**src/rtl/am_rx_sequencer.sv**
```systemverilog
// am_rx_sequencer: sequences one AM demodulation pass over the ROM/multiply/filter chain with valid/ready output.
module am_rx_sequencer #(
  parameter int ADDR_W = 10,
  parameter int DATA_W = 64,
  parameter int LAT    = 2
) (
  input  logic              clk,
  input  logic              rst,
  input  logic              start,
  input  logic [ADDR_W-1:0] start_addr,
  input  logic [ADDR_W-1:0] length,
  output logic [ADDR_W-1:0] addr,
  output logic              en,
  output logic              filt_clr,
  input  logic [DATA_W-1:0] ynC_in,
  input  logic [DATA_W-1:0] ynS_in,
  output logic              out_valid,
  input  logic              out_ready,
  output logic [DATA_W-1:0] outC,
  output logic [DATA_W-1:0] outS,
  output logic              busy,
  output logic              done
);
  typedef enum logic [2:0] {IDLE, CLEAR, RUN, DRAIN, DONE} state_t;
  state_t state_q, state_d;
  logic [ADDR_W-1:0] cnt_q, cnt_d, rem_q, rem_d;
  logic [LAT-1:0] tag_q, tag_d;
  logic ov_q, ov_d, clr_q, done_q, busy_q, cap;
  logic [DATA_W-1:0] oc_q, oc_d, os_q, os_d;
  always_comb begin
    en = ((state_q == RUN) || (state_q == DRAIN && tag_q != '0)) && (!ov_q || out_ready);
    cap = en && tag_q[LAT-1];
    tag_d = en ? LAT'({tag_q, state_q == RUN}) : tag_q;
    ov_d = cap || (ov_q && !out_ready);
    oc_d = cap ? ynC_in : oc_q;
    os_d = cap ? ynS_in : os_q;
    cnt_d = cnt_q;
    rem_d = rem_q;
    state_d = state_q;
    case (state_q)
      IDLE: if (start) begin
        cnt_d = start_addr;
        rem_d = length;
        state_d = (length == '0) ? DONE : CLEAR;
      end
      CLEAR: state_d = RUN;
      RUN: if (en) begin
        rem_d = rem_q - ADDR_W'(1);
        // The last issue leaves the counter alone so addr holds through DRAIN
        if (rem_q != ADDR_W'(1)) cnt_d = cnt_q + ADDR_W'(1);
        else state_d = DRAIN;
      end
      DRAIN: state_d = (tag_d == '0 && !ov_d) ? DONE : DRAIN;
      default: state_d = IDLE;
    endcase
  end
  always_ff @(posedge clk or posedge rst) begin
    if (rst) begin
      state_q <= IDLE;
      cnt_q <= '0;
      rem_q <= '0;
      tag_q <= '0;
      ov_q <= 1'b0;
      oc_q <= '0;
      os_q <= '0;
      clr_q <= 1'b0;
      done_q <= 1'b0;
      busy_q <= 1'b0;
    end else begin
      state_q <= state_d;
      cnt_q <= cnt_d;
      rem_q <= rem_d;
      tag_q <= tag_d;
      ov_q <= ov_d;
      oc_q <= oc_d;
      os_q <= os_d;
      clr_q <= state_d == CLEAR;
      done_q <= state_d == DONE;
      busy_q <= state_d != IDLE;
    end
  end
  assign addr = cnt_q;
  assign filt_clr = clr_q;
  assign out_valid = ov_q;
  assign outC = oc_q;
  assign outS = os_q;
  assign busy = busy_q;
  assign done = done_q;
endmodule

```
**config.mk**
```make
export PLATFORM = sky130hd
export DESIGN_NAME = am_rx_sequencer
export DESIGN_NICKNAME = d
export VERILOG_FILES = /design/src/rtl/am_rx_sequencer.sv
export SDC_FILE = /design/constraint.sdc
export NUM_CORES = 1
export LEC_CHECK = 0
export CAP_MARGIN = 20
export CORE_ASPECT_RATIO = 0.9
export CORE_MARGIN = 2
export CORE_UTILIZATION = 38
export DETAILED_ROUTE_END_ITERATION = 8
export PLACE_DENSITY = 0.79
export SYNTH_ARGS = -nofsm -noshare
export SYNTH_HDL_FRONTEND = slang
export SYNTH_SLANG_ARGS = --single-unit
```
**constraint.sdc**
```tcl
create_clock -name clk -period 5.7 [get_ports clk]
set_input_delay 1.71 -clock clk [delete_from_list [all_inputs] [get_ports clk]]
set_output_delay 1.71 -clock clk [all_outputs]
set_load 0.01 [all_outputs]
```
==> results of run 1 <==
final cells by class:
cell class,instances,share of cell area
Sequential cell,157,0.384
Timing Repair Buffer,297,0.291
Multi-Input combinational cell,275,0.238
Clock buffer,17,0.0415
Tap cell,211,0.0258
Clock inverter,14,0.0177
Inverter,5,0.00220
per-layer routing:
metal | vias up | part of all wire
met3 | 24 | 0.076
met2 | 234 | 0.51
met4 | 0 | 0.016
met5 | - | 0
li1 | 2273 | -
met1 | 2435 | 0.40
stage by stage:
stage | power (mW) | std cells | setup WS (ps) | hold slack, ps | area [µm²]
4_1_cts | 6.10 | 976 | 833 | 494 | 10200
3_5_place_dp | 4.90 | 945 | 849 | 480 | 9630
6_report | 6.03 | 976 | 837 | 489 | 10200
2_1_floorplan | 3.48 | 461 | 1860 | 479 | 6540
3_3_place_gp | 4.79 | 945 | 858 | 473 | 9630
5_1_grt | 6.41 | 976 | 779 | 500 | 10200
registers in the layout (all words and copies together), names as in the netlist, 2 cells and up:
name     flops
addr        10
outS        64
tag_q        2
outC        64
state_q      3
rem_q       10
worst min path at each step:
stage                               from              endpoint  cells after the start
detailed placement  outC[48]$_DFFE_PP0P_  outC[48]$_DFFE_PP0P_                      1
global route        outC[30]$_DFFE_PP0P_  outC[30]$_DFFE_PP0P_                      1
global placement    outC[36]$_DFFE_PP0P_  outC[36]$_DFFE_PP0P_                      1
floorplan           rem_q[9]$_DFFE_PP0P_  rem_q[9]$_DFFE_PP0P_                      1
CTS                 outC[48]$_DFFE_PP0P_  outC[48]$_DFFE_PP0P_                      1
finish              outC[15]$_DFFE_PP0P_  outC[15]$_DFFE_PP0P_                      1
cell usage in the layout, fill, tap and decap left out, types with 2 or more instances in the layout:
| master | instances |
|---|---|
| nor2_1 | 13 |
| a21o_1 | 2 |
| clkinvlp_4 | 4 |
| o22ai_1 | 3 |
| and2_1 | 3 |
| ha_1 | 3 |
| and4_1 | 2 |
| nor4_1 | 4 |
| nor3_1 | 4 |
| a31oi_1 | 8 |
| clkdlybuf4s50_1 | 294 |
| a2bb2oi_1 | 2 |
| inv_6 | 6 |
| o21ai_0 | 12 |
| nand4_1 | 4 |
| clkbuf_16 | 17 |
| o2bb2ai_1 | 2 |
| mux2_2 | 20 |
| nand2b_1 | 2 |
| bufinv_16 | 3 |
| dfrtp_1 | 157 |
| mux2i_1 | 9 |
| mux2_1 | 109 |
| buf_4 | 2 |
| nand3_1 | 9 |
| a211oi_1 | 3 |
| or3_1 | 2 |
| o2111ai_1 | 2 |
| inv_1 | 4 |
| o211ai_1 | 4 |
| a22oi_1 | 6 |
| nor4_2 | 2 |
| a21oi_1 | 17 |
| nand2_1 | 11 |
power by group:
part	total [mW]	internal (mW)	switching, mW
combinational	2.79	1.60	1.19
clock	1.17	0.698	0.473
sequential	2.06	1.69	0.373
total	6.03	3.99	2.04
worst max-delay path, stage by stage:
cell	delay, ps
clkdlybuf4s50_1	490
nor2b_2	80
a211oi_1	270
clkdlybuf4s50_1	600
kinds of logic (layout without fill, tap and decap cells):
logic type | Yosys count | in the layout | synth area share
multiplexers | 138 | 138 | 0.236
AO/OA/AOI/OAI | 68 | 68 | 0.0701
buffers and inverters | 29 | 333 | 0.0264
flip-flops | 157 | 157 | 0.601
adder cells (fa/ha/maj) | 3 | 3 | 0.00574
AND/OR/NAND/NOR | 66 | 66 | 0.0605
==> results.txt, run 1 <==
RSZ-0062 raised after global routing - no
Yosys Warn Count - 0
Vias per std cell - 5.09
H-Tree Depth - 4
Die Span X - 142 µm
GR Util met1 - 0.221
Via count - 4966
Reg2Reg Depth - 4
Later-pin clock latency in the skew report - 410 ps
Required time worst endpoint - 3990 ps
Crit. End Element - output port
Die ar. - 18300 µm²
FILL cells - 1289
Worst R2R Setup Slack - 3100 ps
Post-Syn Area - 6540 µm²
Clock Path Buffers - 2
Fin nets - 908
I/O pins - 295
Overflow after GRT - 0
Initial Utilization - 0.388
Yosys cell types - 48
Measured slew at the worst slew-check pin - 989 ps
Post-route minimum period - 4860 ps
Hold Path Class - flip-flop to flip-flop
Syn Area/Cell - 14.2 µm²
Final core utilization - 0.608
Final hold violation count - 0
Std-Cell Rows - 45
Clock Sinks - 157
Clk root buf - clkbuf_16
First-pass GRT wire length - 26.2 mm
CTS tree - built
Commonest cells post-synth - dfrtp_1 (157), mux2_1 (109), mux2_2 (20), a21oi_1 (17), nor2_1 (13)
Power Dens Cells - 588 nW/µm²
Clk_skew - 5.71 ps
Core ar. - 16800 µm²
1st-iter DRT viols - 226
Run status - completed
Sequential cell area fraction in the yosys report - 0.601
Vias in the first global route - 5091
Setup TNS - 0 ps
Post-synth EDFFs - 0
Worst R2R End - addr[6]$_DFFE_PP0P_
Critical Path Fanout Max - 5
HPWL after DPL - 12.4 mm
Final wirelength - 16.9 mm
Yosys reg bits - 157
Largest area contributor in the netlist - dfrtp_1
Number of buffers added on ports - 294
DRC - 0
Area growth from synthesis to layout - 56.7%
VDD IR-drop max - 0.000415 V
Largest net degree at the start of global routing - 158
Antenna violations before repair - 0
Register area - 3930 µm²
Multi-input gate area - 2440 µm²
Post-synth ARST share - 1.00
Top-area cell type share of the netlist area - 0.601
Met3 Track Usage GR - 0.0599
Synth top area cells - dfrtp_1 (60%), mux2_1 (19%), mux2_2 (3.4%)
Gr usage total - 0.184
Clk pin slew, worst setup/hold paths - 70 ps
Share of cells above drive strength 1 - 0.0837
Critical path type - input pin to output port
Final worst-path cycle share - 0.853
Worst Setup EP - en
Post-CTS Resized - 0
Max_cap viols - 0
WL/cell - 17.3 µm
Met2 usage - 0.316
Lkg Pwr - 4.15 nW
Gpl congestion - 0.861
# setup viols final - 0
Crit. Startpoint - out_ready
Worst Path Arrival - 3150 ps
Diode count - 0
Crit Reg-Reg Startpoint - state_q[1]$_DFF_PP0_
Total CTS buffers - 17
GR peak layer - met2
Final Max Tran Viols - 0
Post-Syn Nets - 616
Drt pass-1 iters - 4
CTS Hold Bufs - 0
Worst setup SP type - input pin
Die Height - 128 µm
Postcts setup bufs - 0
Synth Flop Type - dfrtp_1
Post-route ant nets - 0
Max Freq - 206 MHz
Synthesized netlist cell count - 461
Count leader, synth - dfrtp_1
Slew headroom - 0.340
No activity file was read; power rests on OpenSTA's default activity.
==> run 2: changes to the inputs <==
--- a/config.mk
+++ b/config.mk
@@ -11,6 +11,7 @@
 export CORE_UTILIZATION = 38
 export DETAILED_ROUTE_END_ITERATION = 8
 export PLACE_DENSITY = 0.79
+export SKIP_LAST_GASP = 1
 export SYNTH_ARGS = -nofsm -noshare
 export SYNTH_HDL_FRONTEND = slang
 export SYNTH_SLANG_ARGS = --single-unit
==> results of run 2 <==
Final layout, timing and power as in run 1 (identical DEF).
==> run 3: changes to the inputs <==
--- a/config.mk
+++ b/config.mk
@@ -10,8 +10,10 @@
 export CORE_MARGIN = 2
 export CORE_UTILIZATION = 38
 export DETAILED_ROUTE_END_ITERATION = 8
+export HOLD_SLACK_MARGIN = 0.15
 export PLACE_DENSITY = 0.79
 export SKIP_LAST_GASP = 1
+export SLEW_MARGIN = 20
 export SYNTH_ARGS = -nofsm -noshare
 export SYNTH_HDL_FRONTEND = slang
 export SYNTH_SLANG_ARGS = --single-unit
==> results of run 3 <==
Final layout, timing and power as in run 1 (identical DEF).
